$ cat config.mk
export PLATFORM = sky130hd
export DESIGN_NAME = ram_readback_if
export DESIGN_NICKNAME = d
export VERILOG_FILES = /design/src/rtl/ram_readback_if_pkg.sv /design/src/rtl/ram_readback_if_bit_sync.sv /design/src/rtl/ram_readback_if.sv
export SDC_FILE = /design/constraint.sdc
export NUM_CORES = 1
export LEC_CHECK = 0
export CORE_AREA = 2 2 75 77
export CTS_BUF_LIST = sky130_fd_sc_hd__clkbuf_16
export DETAILED_ROUTE_END_ITERATION = 7
export DIE_AREA = 0 0 77 79
export GPL_ROUTABILITY_DRIVEN = 0
export MAX_ROUTING_LAYER = met4
export PLACE_DENSITY = 0.75
export SYNTH_ARGS = -nofsm -noshare
export SYNTH_HDL_FRONTEND = slang
export SYNTH_SLANG_ARGS = --single-unit
$ cat constraint.sdc
create_clock -name clk -period 1.63 [get_ports clk]
set_input_delay 0.326 -clock clk [delete_from_list [all_inputs] [get_ports clk]]
set_output_delay 0.326 -clock clk [all_outputs]
set_load 0.05 [all_outputs]
$ cat src/rtl/ram_readback_if_pkg.sv
// Shared definitions for the RAM read-back interface: default widths and
// latencies, FSM state encoding and a saturating counter helper.
package ram_readback_if_pkg;

    localparam int ADDR_W_DEF      = 16;
    localparam int DATA_W_DEF      = 8;
    localparam int RD_LAT_DEF      = 2;   // shared with the RAM wrapper
    localparam int SYNC_STAGES_DEF = 2;

    // Wait counter must hold RD_LAT up to 7.
    localparam int CNT_W      = 3;
    localparam int RD_COUNT_W = 16;

    typedef enum logic [1:0] {
        ST_IDLE = 2'd0,
        ST_WAIT = 2'd1,
        ST_ACK  = 2'd2
    } rb_state_t;

    // Increment that sticks at all-ones instead of rolling over.
    function automatic logic [RD_COUNT_W-1:0] sat_inc(input logic [RD_COUNT_W-1:0] v);
        return (v == '1) ? v : v + RD_COUNT_W'(1);
    endfunction

endpackage

$ cat src/rtl/ram_readback_if_bit_sync.sv
// Multi-flop synchroniser for a single asynchronous control bit.
// All flops clear on reset so the synchronised output starts low.
module ram_readback_if_bit_sync #(
    parameter int STAGES = 2
) (
    input  logic clk,
    input  logic reset_n,
    input  logic d,
    output logic q
);

    logic [STAGES-1:0] sync_reg;

    // Shift the raw input through the flop chain, oldest sample at the top bit.
    always_ff @(posedge clk or negedge reset_n) begin
        if (!reset_n) begin
            sync_reg <= '0;
        end else begin
            sync_reg <= {sync_reg[STAGES-2:0], d};
        end
    end

    assign q = sync_reg[STAGES-1];

endmodule

$ cat src/rtl/ram_readback_if.sv
// Arduino read-out stage: synchronises the 4-phase request, drives the RAM
// read address, waits the RAM latency and returns the byte with an ack.
module ram_readback_if
    import ram_readback_if_pkg::*;
#(
    parameter int ADDR_W      = ADDR_W_DEF,
    parameter int DATA_W      = DATA_W_DEF,
    parameter int RD_LAT      = RD_LAT_DEF,
    parameter int SYNC_STAGES = SYNC_STAGES_DEF
) (
    input  logic                  clk,
    input  logic                  reset_n,
    input  logic                  fill_done,
    input  logic                  ard_req,
    input  logic [ADDR_W-1:0]     ard_addr,
    input  logic [DATA_W-1:0]     ram_q,
    output logic [ADDR_W-1:0]     ram_addr,
    output logic [DATA_W-1:0]     ard_data,
    output logic                  ard_ack,
    output logic                  busy,
    output logic                  proto_err,
    output logic [RD_COUNT_W-1:0] rd_count
);

    logic                  req_s;

    rb_state_t             state_reg,     state_next;
    logic [CNT_W-1:0]      cnt_reg,       cnt_next;
    logic [ADDR_W-1:0]     ram_addr_reg,  ram_addr_next;
    logic [DATA_W-1:0]     ard_data_reg,  ard_data_next;
    logic                  ard_ack_reg,   ard_ack_next;
    logic                  proto_err_reg, proto_err_next;
    logic [RD_COUNT_W-1:0] rd_count_reg,  rd_count_next;

    ram_readback_if_bit_sync #(
        .STAGES (SYNC_STAGES)
    ) u_req_sync (
        .clk     (clk),
        .reset_n (reset_n),
        .d       (ard_req),
        .q       (req_s)
    );

    // State and output registers; reset aborts any transaction in flight.
    always_ff @(posedge clk or negedge reset_n) begin
        if (!reset_n) begin
            state_reg     <= ST_IDLE;
            cnt_reg       <= '0;
            ram_addr_reg  <= '0;
            ard_data_reg  <= '0;
            ard_ack_reg   <= 1'b0;
            proto_err_reg <= 1'b0;
            rd_count_reg  <= '0;
        end else begin
            state_reg     <= state_next;
            cnt_reg       <= cnt_next;
            ram_addr_reg  <= ram_addr_next;
            ard_data_reg  <= ard_data_next;
            ard_ack_reg   <= ard_ack_next;
            proto_err_reg <= proto_err_next;
            rd_count_reg  <= rd_count_next;
        end
    end

    // Next-state logic: everything holds unless a transition updates it.
    always_comb begin
        state_next     = state_reg;
        cnt_next       = cnt_reg;
        ram_addr_next  = ram_addr_reg;
        ard_data_next  = ard_data_reg;
        ard_ack_next   = ard_ack_reg;
        proto_err_next = proto_err_reg;
        rd_count_next  = rd_count_reg;

        unique case (state_reg)
            ST_IDLE: begin
                // Requests are held off silently until the fill stage is done.
                // ard_addr is stable around req rise, so it is safe to sample here.
                if (req_s && fill_done) begin
                    ram_addr_next = ard_addr;
                    cnt_next      = CNT_W'(RD_LAT);
                    state_next    = ST_WAIT;
                end
            end
            ST_WAIT: begin
                // An early req drop is only judged once the data is in hand.
                if (cnt_reg == '0) begin
                    ard_data_next = ram_q;
                    if (req_s) begin
                        ard_ack_next = 1'b1;
                        state_next   = ST_ACK;
                    end else begin
                        proto_err_next = 1'b1;
                        state_next     = ST_IDLE;
                    end
                end else begin
                    cnt_next = cnt_reg - CNT_W'(1);
                end
            end
            ST_ACK: begin
                if (!req_s) begin
                    ard_ack_next  = 1'b0;
                    rd_count_next = sat_inc(rd_count_reg);
                    state_next    = ST_IDLE;
                end
            end
            default: begin
                state_next = ST_IDLE;
            end
        endcase
    end

    assign ram_addr  = ram_addr_reg;
    assign ard_data  = ard_data_reg;
    assign ard_ack   = ard_ack_reg;
    assign proto_err = proto_err_reg;
    assign rd_count  = rd_count_reg;
    assign busy      = (state_reg != ST_IDLE);

endmodule
-- After elaboration in Yosys (flattened, before gate mapping)
Index checks and enable logic that the tools add are counted.
- input bits: 28
- word-level logic and storage cells: 45
- flip-flop bits (word level): 49
- output and inout bits: 43
- reductions and logical operators: 13
- bitwise logic cells: 2
- mux-type cells: 12
- eq/ne operators: 8
- add/sub/neg operators: 2
- operators with widths (cell ; number):
    adder 16 x 1 -> 16 bit, second input constant ; 1
    equality test 16 bit, second input constant ; 1
    AND reduction 3 bit ; 4
    2-to-1 mux 2 bit ; 4
    != test 2 bit, second input constant ; 4
    2-to-1 mux 3 bit ; 2
    case mux 2 bit (3 select lines) ; 1
    case mux 3 bit (2 select lines) ; 1
    nonzero test 2 bit ; 3
    AND reduction 2 bit ; 2
    AND reduction 4 bit ; 1
    logical NOT 3 bit ; 1
    2-to-1 mux 1 bit ; 3
    subtractor 3 x 1 -> 3 bit, second input constant ; 1
    equality test 2 x 1 -> 1 bit, second input constant ; 1
    equality test 2 bit, second input constant ; 1
    logical NOT 2 bit ; 1
    != test 2 x 1 -> 1 bit, second input constant ; 1
    inverter 1 bit ; 2
    case mux 1 bit (2 select lines) ; 1
    logical AND 1 bit ; 1

-- Logic depth before layout (Yosys ltp)
- word-level depth: 3
- depth in mapped cells: 7

-- Hierarchy
Synthesis repeated with hierarchy kept, for this count alone.
- cell total of the unflattened synthesis: 190
- area, all modules: 2069.5 sq um
- by module, submodules not included (module ; instances ; area each (sq um) ; sequential area each (sq um) ; cells each):
    ram_readback_if ; 1 ; 2019.4 ; 1176.1 ; 188
    ram_readback_if_bit_sync ; 1 ; 50.0 ; 50.0 ; 2

-- Worst setup path after synthesis
Ideal clock, no wire load.
- kind: register to register
- from: register rd_count_reg[0], in the netlist rd_count[0]
- to: register rd_count_reg[14], in the netlist rd_count[14]
- setup slack: -0.410 ns
- cell stages (with the launch flop): 6
- period minus slack after synthesis: 2.040 ns
- arrival time: 1.915 ns
- path through: dfrtp_1 > ha_1 > nand3_2 > or2_2 > nor3_1 > mux2_2
- cells in the longest elaborated chain, start to end: 3
- elaborated cells between the ends (all ways): 4
- classes of those cells: 1 x add/sub; 1 x eq/ne; 1 x bitwise; 1 x reduce/logical
- ends and longest elaborated chain (element ; RTL line ; text):
    start, declared ; ram_readback_if.sv:33 ; logic [RD_COUNT_W-1:0] rd_count_reg, rd_count_next;
    start signal, assigned ; ram_readback_if.sv:61 ; rd_count_reg <= rd_count_next;
    parallel branches: the longest is 3 deep, another holds adder 16 x 1 -> 16 bit ; n/a ;
Several ways; the timed one is not identified.
A chain may end at the register's enable or synchronous reset.

-- Worst setup path in the final report
- from: register cnt_reg[0]
- to: register ard_data_reg[6], in the netlist ard_data[6]
- cells in the longest elaborated chain, start to end: 2
- ends and longest elaborated chain (element ; RTL line ; text):
    start, declared ; ram_readback_if.sv:28 ; logic [CNT_W-1:0] cnt_reg, cnt_next;
    start signal, assigned ; ram_readback_if.sv:56 ; cnt_reg <= cnt_next;
    logical NOT 3 bit ; ram_readback_if.sv:87 ; if (cnt_reg == '0) begin
    AND reduction 2 bit (no source line) ; n/a ;
    end signal, assigned ; ram_readback_if.sv:58 ; ard_data_reg <= ard_data_next;
    end, declared ; ram_readback_if.sv:30 ; logic [DATA_W-1:0] ard_data_reg, ard_data_next;
No other way between the ends.

==> impl_metrics.csv <==
group,metric,value,unit
placed_design,port_buffers,70,
clock_network,h-tree-depth,2,
critical_path,required,1800,ps
placed_design,place_hpwl,3650,µm
sta,period_needed,1570,ps
synthesis,async_reset_ff_frac,1.00,
clock_network,cts_buffer_depth,2,
synthesis,synth_most_common_cell,"nand2_1",
cells_and_area,area_growth,61.5,%
detailed_routing,wirelength,4740,µm
critical_path,worstPathMaxFanout,8,
run,cap_violations,0,
clock_network,clk_latency,280,ps
power_and_ir_drop,switching_share,0.441,
power_and_ir_drop,power.leakage,1.62,nW
critical_path,r2r-start,"cnt_reg[0]",
power_and_ir_drop,comb_power_share,0.509,
sta,skew,4.17,ps
sta,tns,0,ps
synthesis,avgSynthCellArea,11.0,µm²
synthesis,yosysWarningCount,0,
sta,worstMarginPinSlew,332,ps
sta,hold_ws,365,ps
synthesis,seq_area_frac_synth,0.583,
power_and_ir_drop,clkPwrFrac,0.166,
synthesis,synth_top_area_frac,0.583,
sta,slew_headroom,0.779,
power_and_ir_drop,p_int,3.26,mW
synthesis,synth_edf_count,0,
critical_path,path_class,"flop to flop",
clock_network,cts_tree,"yes",
floorplanning,die_h,79,µm
detailed_routing,drcViolationCount,0,
synthesis,ys_seq_elements,49,
worst_hold_path,hold_start,"u_req_sync.sync_reg[0]",
floorplanning,core_area,5340,µm²
sta,period_share,0.962,
cells_and_area,drive_above_1_share,0.406,
detailed_routing,firstDrtPassIters,4,
detailed_routing,ant_nets,0,
clock_network,clock_sinks,49,
cells_and_area,diodes,0,
synthesis,synth_area_leaders,"dfrtp_1, nand2_1, mux2_2",
clock_network,clk_pin_slew,60,ps
power_and_ir_drop,switchingPower,2.57,mW
detailed_routing,vias,1716,
floorplanning,chipWidth,77,µm
status,outcome,"complete, no violations",
synthesis,synthTopCellsByCount,"nand2_1, dfrtp_1, mux2_2, nand3_1",
sta,drv_slew,0,
critical_path,startpoint,"cnt_reg[0]",
global_route,track_usage,0.165,
power_and_ir_drop,power,5.83,mW
global_route,gr-total-overflow,0,
detailed_routing,first_iter_violations,61,
power_and_ir_drop,p_per_area,1720,nW/µm²
sta,hold_viol,0,
floorplanning,ios,71,
global_route,grt_pass1_vias,1761,
global_route,grt_max_degree,24,
clock_network,numCtsBuffers,5,
synthesis,synth_fp_nets,223,
critical_path,critPathArrivalTime,1740,ps
critical_path,slowest_stage,"dfrtp_1",
global_route,grt_pass1_wl,7890,µm
floorplanning,initial_utilization,0.394,
cells_and_area,finalNonFillerCells,365,
global_route,antenna_found_initial,0,
sta,max_freq,0.637,GHz
synthesis,synth_area_leader_cell,"dfrtp_1",
detailed_routing,viasPerCell,4.70,
power_and_ir_drop,sequentialPowerShare,0.325,
critical_path,crit_chain,"inv_2, ha_1, nand2b_1, nor3b_2, buf_4, mux2_2",
sta,rsz0062_at_grt,"yes",
sta,setup_violations,0,
placed_design,dp_cells,353,
synthesis,synth_cell_types,32,
floorplanning,die_area,6080,µm²
power_and_ir_drop,max-vdd-ir-drop,1060,µV
clock_network,cts_root_buffer,"clkbuf_16",
critical_path,start_kind,"flop",
floorplanning,rows,27,
detailed_routing,wl_per_cell,13.0,µm
cells_and_area,layout.nets,323,
critical_path,end_kind,"flop",
synthesis,ys.flop_type,"dfrtp_1",
synthesis,netlist_instances,192,
worst_hold_path,hp-class,"flop to flop",
critical_path,slowest_delay,400,ps
synthesis,syn_area,2100,µm²
## routing by layer
layer,global-route usage,vias to the layer above,wire (µm)
met1,0.183,823,1940
met5,-,-,0
met4,0.0268,0,16
met2,0.302,48,2520
li1,-,841,-
met3,0.0500,4,266
## layout make-up
class	instances	area, µm²
fill	466	1940
sequential	49	1250
timing repair buffer	97	981
clock inverter	3	15.0
tap	72	90.1
inverter	5	18.8
clock buffer	5	125
multi-input combinational	134	918
## through the flow
| stage | setup WS (ps) | util | instance area, µm² |
|---|---|---|---|
| 4_1_cts | 16.0 | 0.628 | 3350 |
| 5_1_grt | -21.3 | 0.636 | 3400 |
| 3_5_place_dp | -26.8 | 0.598 | 3190 |
| 2_1_floorplan | -103 | - | 2170 |
| 6_report | 61.3 | 0.636 | 3400 |
| 3_3_place_gp | 37.3 | 0.598 | 3190 |
## cell families after synthesis
| logic type | Yosys count | share of synthesized area |
|---|---|---|
| AO/OA/AOI/OAI | 7 | 0.0309 |
| multiplexers | 13 | 0.0696 |
| AND/OR/NAND/NOR | 99 | 0.231 |
| XOR/XNOR | 12 | 0.0500 |
| adder cells (fa/ha/maj) | 3 | 0.0178 |
| buffers and inverters | 9 | 0.0173 |
| flip-flops | 49 | 0.583 |
## power by group through the flow
stage               Sequential, mW  Clock [mW]  Combinational (mW)
finish                        1.90       0.969                2.97
global route                  1.94        1.04                3.12
CTS                           1.90        1.00                2.94
detailed placement            1.90           0                2.93
global placement              1.90           0                2.85
floorplan                     3.09           0               0.649
## placed cells by master (no fill, tap or decap), drive strengths merged
master	n
a21o	1
a21oi	1
and3	2
and4	1
buf	70
clkbuf	5
clkdlybuf4s50	26
clkinvlp	1
dfrtp	49
dlygate4sd3	1
ha	3
inv	7
mux2	13
nand2	57
nand2b	2
nand3	10
nand4	5
nor2	7
nor2b	2
nor3	4
nor3b	3
nor4	4
o211ai	1
o21a	1
o21ai	2
o41ai	1
or2	1
or4	1
xnor2	5
xor2	7
## worst max-delay path, delay by kind of cell, from the launching register on
family / cells / cell delay (ps)
DFF: 1 / 400
adders and majority gates: 1 / 140
buffers and inverters: 2 / 280
muxes: 1 / 340
and+or+nand+nor: 2 / 290
## path summary, 6_finish.rpt
check	endpoint	slack, ps	cells after the start
min reg2reg	u_req_sync.sync_reg[1]	360	0
max reg2reg	ard_data[6]	60	6
max in group asynchronous	rd_count[0]	630	3
max	ard_data[6]	60	6
min	u_req_sync.sync_reg[1]	360	0
min in group asynchronous	rd_count[9]	480	2
## what timing repair did
item | in CTS | in global routing
resized for setup | 1 | 5
hold buffers | 1 | 0
pin swaps | 0 | 2
cloned | 0 | 0
endpoints found under the hold margin | 12 | 0
setup buffers | 0 | 3
setup endpoints to repair | 8 | 10
No activity file was read; power rests on OpenSTA's default activity.
